## config.mk

```make
export PLATFORM = sky130hd
export DESIGN_NAME = seg_scan_step
export DESIGN_NICKNAME = d
export VERILOG_FILES = /design/src/rtl/seg_scan_step.sv
export SDC_FILE = /design/constraint.sdc
export NUM_CORES = 1
export LEC_CHECK = 0
export ABC_AREA = 0
export BUFFER_PORTS_ARGS = -buffer_cell sky130_fd_sc_hd__buf_2
export CAP_MARGIN = 10
export CORE_ASPECT_RATIO = 0.7
export CORE_MARGIN = 10
export CORE_UTILIZATION = 49
export DETAILED_ROUTE_END_ITERATION = 12
export HOLD_SLACK_MARGIN = 0.05
export MAX_ROUTING_LAYER = met4
export PLACE_DENSITY = 0.76
export SYNTH_ARGS = -nofsm -noshare
export SYNTH_HDL_FRONTEND = slang
export SYNTH_SLANG_ARGS = --single-unit
```

## constraint.sdc

```tcl
create_clock -name CLK -period 1.95 [get_ports CLK]
set_input_delay 0.585 -clock CLK [delete_from_list [all_inputs] [get_ports CLK]]
set_output_delay 0.585 -clock CLK [all_outputs]
set_load 0.05 [all_outputs]
```

## src/rtl/seg_scan_step.sv

```systemverilog
// seg_scan_step: debounced single-step button plus 4-digit multiplexed hex display of a selected debug word.
// Ports:
//   CLK        - clock, all logic on rising edge
//   Reset      - synchronous reset, active-low
//   btn_step   - raw bouncing push-button, high = pressed
//   sel        - word select: 0=sign1, 1=sign2, 2=sign3, 3=sign4
//   sign1..4   - 16-bit debug words
//   step_pulse - one-cycle pulse per accepted press
//   an         - digit enables, active-low, bit 0 = rightmost
//   seg        - segments, active-low, {dp,g,f,e,d,c,b,a}
module seg_scan_step #(
    parameter int SCAN_DIV   = 100000,
    parameter int DEB_CYCLES = 1000000
) (
    input  logic        CLK,
    input  logic        Reset,
    input  logic        btn_step,
    input  logic [1:0]  sel,
    input  logic [15:0] sign1,
    input  logic [15:0] sign2,
    input  logic [15:0] sign3,
    input  logic [15:0] sign4,
    output logic        step_pulse,
    output logic [3:0]  an,
    output logic [7:0]  seg
);
    localparam int PW = $clog2(SCAN_DIV);
    localparam int DW = $clog2(DEB_CYCLES);
    localparam logic [PW-1:0] PMAX = PW'(SCAN_DIV - 1);
    localparam logic [DW-1:0] DMAX = DW'(DEB_CYCLES - 1);

    function automatic logic [6:0] hex7(input logic [3:0] n);
        case (n)
            4'h0: hex7 = 7'b1000000;
            4'h1: hex7 = 7'b1111001;
            4'h2: hex7 = 7'b0100100;
            4'h3: hex7 = 7'b0110000;
            4'h4: hex7 = 7'b0011001;
            4'h5: hex7 = 7'b0010010;
            4'h6: hex7 = 7'b0000010;
            4'h7: hex7 = 7'b1111000;
            4'h8: hex7 = 7'b0000000;
            4'h9: hex7 = 7'b0010000;
            4'hA: hex7 = 7'b0001000;
            4'hB: hex7 = 7'b0000011;
            4'hC: hex7 = 7'b1000110;
            4'hD: hex7 = 7'b0100001;
            4'hE: hex7 = 7'b0000110;
            default: hex7 = 7'b0001110;
        endcase
    endfunction

    logic [1:0]    sync_q;
    logic          stable_q, stable_d, pulse_q, pulse_d;
    logic [DW-1:0] cnt_q, cnt_d;
    logic [PW-1:0] presc_q, presc_d;
    logic [1:0]    idx_q, idx_d;
    logic [15:0]   hold_q, hold_d, word;
    logic [3:0]    an_q, an_d;
    logic [7:0]    seg_q, seg_d;
    logic          diff, deb_done, tc;

    always_comb begin
        diff     = sync_q[1] ^ stable_q;
        deb_done = diff && (cnt_q == DMAX);
        stable_d = deb_done ? sync_q[1] : stable_q;
        cnt_d    = (!diff || deb_done) ? '0 : cnt_q + 1'b1;
        // pulse registered on the edge where stable rises, so only 0->1 counts
        pulse_d  = stable_d & ~stable_q;
        tc       = presc_q == PMAX;
        presc_d  = tc ? '0 : presc_q + 1'b1;
        idx_d    = tc ? idx_q + 2'd1 : idx_q;
        word     = sel == 2'd0 ? sign1 : sel == 2'd1 ? sign2 : sel == 2'd2 ? sign3 : sign4;
        // load only at the end of digit 3 so a scan never mixes two words
        hold_d   = (tc && idx_q == 2'd3) ? word : hold_q;
        an_d     = ~(4'b0001 << idx_q);
        seg_d    = {1'b1, hex7(hold_q[{idx_q, 2'b00} +: 4])};
    end

    always_ff @(posedge CLK) begin
        if (!Reset) begin
            sync_q   <= '0;
            stable_q <= 1'b0;
            cnt_q    <= '0;
            pulse_q  <= 1'b0;
            presc_q  <= '0;
            idx_q    <= '0;
            hold_q   <= '0;
            an_q     <= 4'hF;
            seg_q    <= 8'hFF;
        end else begin
            sync_q   <= {sync_q[0], btn_step};
            stable_q <= stable_d;
            cnt_q    <= cnt_d;
            pulse_q  <= pulse_d;
            presc_q  <= presc_d;
            idx_q    <= idx_d;
            hold_q   <= hold_d;
            an_q     <= an_d;
            seg_q    <= seg_d;
        end
    end

    assign step_pulse = pulse_q;
    assign an         = an_q;
    assign seg        = seg_q;
endmodule

```

=== After elaboration in Yosys (flattened, before gate mapping) ===
Memories as Yosys holds them, arrays and structs flattened. A register that Yosys moved wholly into a read port is not among the register bits.
Index checks and enable logic that the tools add are counted.

* $add $sub $neg: 3
* Bitwise logic cells: 5
* Multiplexer cells: 4
* Shift operators: 2
* Eq/ne operators: 5
* Divide/modulo/power cells: 0
* Reductions and logical operators: 8
* Multipliers: 0
* $lt $le $gt $ge: 0

{| class="wikitable"
|+ Operator list
! cell !! number
|-
| $mux 16 || 3
|-
| $add 20x1->20 const B || 1
|-
| $eq 20x20->1 const B || 1
|-
| $add 17x1->17 const B || 1
|-
| $eq 17x17->1 const B || 1
|-
| $shiftx 16x5->4 || 1
|-
| $eq 2x2->1 const B || 2
|-
| $not 4->4 || 1
|-
| $reduce_or 2->1 || 2
|-
| $shl 1x2->4 const A || 1
|-
| $add 2x1->2 const B || 1
|-
| $eq 2x1->1 const B || 1
|-
| $logic_and 1x1->1 || 2
|-
| $logic_not 1->1 || 2
|-
| $logic_not 2->1 || 1
|-
| $not 1->1 || 2
|-
| $and 1x1->1 || 1
|-
| $logic_or 1x1->1 || 1
|-
| $mux 1 || 1
|-
| $xor 1x1->1 || 1
|}

* Memory bits (read-only): 112
* Flip-flop bits (word level): 64
* Memories: 1
* Memory bits (writable): 0
* Latch bits: 0
* Input port bits: 69

{| class="wikitable"
|+ Memory list
! memory !! words !! width !! read ports !! clocked after Yosys merged registers in !! write ports !! line !! text
|-
| (no name shown) || 16 || 7 || 1 || 1 || 0 || 33 || <nowiki>case (n)</nowiki>
|}

=== Longest topological paths before layout ===
* Depth in word-level cells: 4
* Gate-level depth with buffers: 7
* Gate-level depth less buffers: 6

=== Least setup slack after synthesis ===
No wires, ideal clock.

* Kind: reg2reg
* From: register idx_q[1]
* To: register seg_q[5], in the netlist seg[5]
* Path slack: -56 ps
* Data required time: 1799 ps
* Clock period less this slack: 2006 ps
* Cell stages (with the launch flop): 7
* Arrival: 1856 ps
* Cells stage by stage: dfxtp_1 > clkbuf_1 > mux4_2 > ha_1 > mux2_2 > nand2_1 > o311ai_0

* Longest elaborated chain between the ends: 1

{| class="wikitable"
|+ RTL lines
! what !! line !! text
|-
| start: declaration || 57 || <nowiki>logic [1:0] idx_q, idx_d;</nowiki>
|-
| start signal: assignment || 97 || <nowiki>idx_q <= idx_d;</nowiki>
|-
| $shiftx 16x5->4 || 77 || <nowiki>seg_d = {1'b1, hex7(hold_q[{idx_q, 2'b00} +: 4])};</nowiki>
|-
| end: declaration || 60 || <nowiki>logic [7:0] seg_q, seg_d;</nowiki>
|}

Every way passes these cells.
A chain may end at the register's enable or synchronous reset.

=== Worst setup path after layout ===
* From: register cnt_q[15]
* To: register cnt_q[13]

* Longest elaborated chain between the ends: 4

{| class="wikitable"
|+ RTL lines
! what !! line !! text
|-
| start: declaration || 55 || <nowiki>logic [DW-1:0] cnt_q, cnt_d;</nowiki>
|-
| start signal: assignment || 94 || <nowiki>cnt_q <= cnt_d;</nowiki>
|-
| $eq 20x20->1 || 65 || <nowiki>deb_done = diff && (cnt_q == DMAX);</nowiki>
|-
| $logic_and 1x1->1 || 65 ||
|-
| $logic_or 1x1->1 || 67 || <nowiki>cnt_d = (!diff || deb_done) ? '0 : cnt_q + 1'b1;</nowiki>
|-
| $reduce_or 2->1 (no line) || n/a ||
|}

Every way passes these cells.

==> results by group <==
Run status
  – Status: completed

Setup path
  – Crit Path Max Fanout: 20
  – Critical path arrival: roughly 2.2 ns
  – Worst R2R Setup Slack: approximately 0.0053 ns
  – RR Startpoint: cnt_q[15]$_SDFF_PP0_
  – WP buf/inv: 1
  – Setup CP Type: flip-flop to flip-flop
  – CP required: between 2 and 2.5 ns
  – Crit-path leading delay family: simple AND/OR/NAND/NOR gates
  – Slowest CP cell: or4_4
  – CP Launch Type: flip-flop
  – Critical Path Max Stage Delay: around 0.55 ns
  – Worst Setup SP: cnt_q[15]$_SDFF_PP0_
  – Critical path endpoint category: flip-flop
  – Worst path cell trace: or4_1, or4_4, o211ai_2, buf_12, a21oi_1

Timing
  – Final worst-path cycle share: between 90% and 100%
  – # setup viols final: 0
  – Final Max Tran Viols: 0
  – Slew at the pin with the worst max-slew slack: around 0.53 ns
  – FMAX: around 510 MHz
  – Final setup margin: between 0.005 and 0.006 ns
  – RSZ-0062 raised after global routing: true
  – Skew final: 0.009471 ns
  – Fin. Hold Viols: 0
  – Slew HR: approximately 64%
  – Final TNS setup: 0 ns
  – Fin crit period: about 1.9 ns

Worst hold path
  – HP Class: flip-flop to flip-flop
  – Hold path startpoint: sync_q[0]$_SDFF_PN0_

GRT
  – Total GRT Usage: between 15 and 20%
  – Antenna violations before repair: 0
  – First-pass GRT wire length: about 14000 um
  – Vias in the first global route: between 3000 and 4000
  – GR Overflow Total: 0
  – Largest net degree at the start of global routing: 35

Detailed routing
  – Via count: around 3100
  – Wirelength per Cell: 15.10 um
  – Vias per cell: around 5.4
  – Drt initial violations: roughly 180
  – 1st-pass router iterations: 4
  – Total Wirelength: between 8000 and 9000 um
  – ANT nets after route: 0
  – # DRC: 0

Synth
  – Yosys cell types: 43
  – #FFs+latches synth: 70
  – Mapped Area: ~3600 um2
  – Synth top area cells: dfxtp_1 (39%), mux4_2 (13%), nand2_1 (5.5%), mux2i_1 (5.1%), ha_1 (4.2%)
  – Most used DFF post-synth: dfxtp_1
  – Synth async-reset ratio: 0%
  – Synth warn: 0
  – Yosys top cell by area: dfxtp_1
  – Post-synth EDFFs: 0
  – Mapped Cells: around 370
  – Post-synth top area share: around two fifths
  – Syn nets: ~450
  – Seq/Total Area, Yosys: between 30% and 40%
  – Average size of a mapped cell: ~9.6 um2

Finish
  – Fill cells: ~560
  – Most common cell after layout, fill and taps aside: buf_2
  – Layout cells sized above 1: about a third
  – Non-filler instance count after layout: ~570
  – Area delta synth->final: 23.82%
  – NumNets Final: 549
  – Antenna Cells: 0
  – Most frequent cells in the layout: buf_2 (80), dfxtp_1 (68), nand2_1 (52)

CTS
  – Clock Sinks: 70
  – CTS tree: yes
  – Clk_lat worst skew: between 0.3 and 0.4 ns
  – H-tree depth: 3
  – CTS Root Cell: clkbuf_8
  – Worst-path clk slew: 0.07 ns
  – # hold bufs at CTS: 0
  – Clock Path Buffers: 2
  – Inserted Clock Buffers: 9

Placed design
  – Final HPWL DP: between 6000 and 7000 um
  – Final Wtd Congestion: roughly 0.85
  – Post-Place Setup Slack: ~0.019 ns
  – Buffers on Ports: 80
  – Inst Count DP: around 550

Floorplanning
  – Row Count: 25
  – Die ar.: roughly 11000 um2
  – CORE AREA: between 6000 and 7000 um2
  – Initial Util: a little over 50%
  – Die H: around 91 um
  – I/O pin total: slightly above 80
  – Width of the chip: between 100 and 150 um

Flow run
  – Max_cap viols: 0

Power and ir drop
  – Total power: approximately 2900 uW
  – Worst VDD drop: 0.3613 mV
  – PD cells: ~650 nW/um2
  – P_leak: around 0.0018 uW
-- state kept, by name, indices dropped and copies added, names as in the netlist, 2 cells and up --
name	flops
an	4
presc_q	17
cnt_q	20
idx_q	2
sync_q	2
hold_q	16
seg	7
-- cells by family (layout without fill, tap and decap cells) --
logic type	Yosys count	after routing	synth area share, %
adders and majority gates	12	12	4.209
muxes	40	40	18.31
buffers and inverters	35	134	4.209
other	1	1	0.1051
and+or+nand+nor	152	152	21.54
xor gates and xnor gates	21	21	5.156
AOI/OAI and AO/OA	42	42	7.191
DFF	70	70	39.28
-- final timing paths --
kind / end / depth (start not counted)
worst max-delay path: cnt_q[13]$_SDFF_PP0_ / 5
worst max register to register: cnt_q[13]$_SDFF_PP0_ / 5
worst min register to register: sync_q[1]$_SDFF_PN0_ / 1
worst min-delay path: sync_q[1]$_SDFF_PN0_ / 1
-- cell usage after synthesis, drive strengths merged, types with 7 or more instances --
master,number
a21oi,16
buf,9
clkbuf,12
dfxtp,70
ha,12
inv,14
mux2i,18
mux4,20
nand2,52
nand3,22
nand4,7
nor2,27
o21ai,12
or3,7
or4,11
xnor2,8
xor2,13
-- report_power, final --
| part | total [uW] | switching, uW | internal, uW |
|---|---|---|---|
| combinational | 268 | 129 | 139 |
| sequential | 1450 | 7.73 | 1440 |
| clock | 1140 | 521 | 614 |
| total | 2860 | 657 | 2200 |
-- repair_timing --
action / CTS / global route
setup buffers: 0 / 2
endpoints found under the setup margin: 0 / 22
gates resized for setup: 0 / 5
-- worst register-to-register path, delay by kind of cell (launching register included) --
kind	cells	cell delay, ns
AND/OR/NAND/NOR	2	1.07
flip-flops	1	0.31
buffers and inverters	1	0.18
AO/OA/AOI/OAI	2	0.27
-- through the flow --
stage          utilization, %  area (um2)  hold slack, ns
2_1_floorplan               -        3577          0.4119
4_1_cts                 63.55        4393          0.4468
5_1_grt                 63.89        4417          0.4610
6_report                63.89        4417          0.4472
3_5_place_dp            60.81        4204          0.4253
3_3_place_gp            60.81        4204          0.4292
-- layout make-up --
type                       count  area (um2)  area share (%)
tap                           94       117.6           2.663
inverter                      14       52.55           1.190
clock inverter                 4       47.55           1.076
sequential                    70        1404           31.78
clock buffer                  11       141.4           3.201
multi-input combinational    268        2028           45.92
timing repair buffer         105       625.6           14.16
-- per-layer routing --
metal | share of wire (%) | up-vias | GRT usage (%) | wire [um]
li1 | - | 1515 | - | -
met1 | 48 | 1431 | 20.26 | 4097
met2 | 43 | 123 | 23.21 | 3658
met3 | 8.3 | 11 | 5.875 | 706
met4 | 0.99 | 0 | 3.861 | 85
met5 | 0 | - | - | 0
Power figures use the tool's default switching activity.
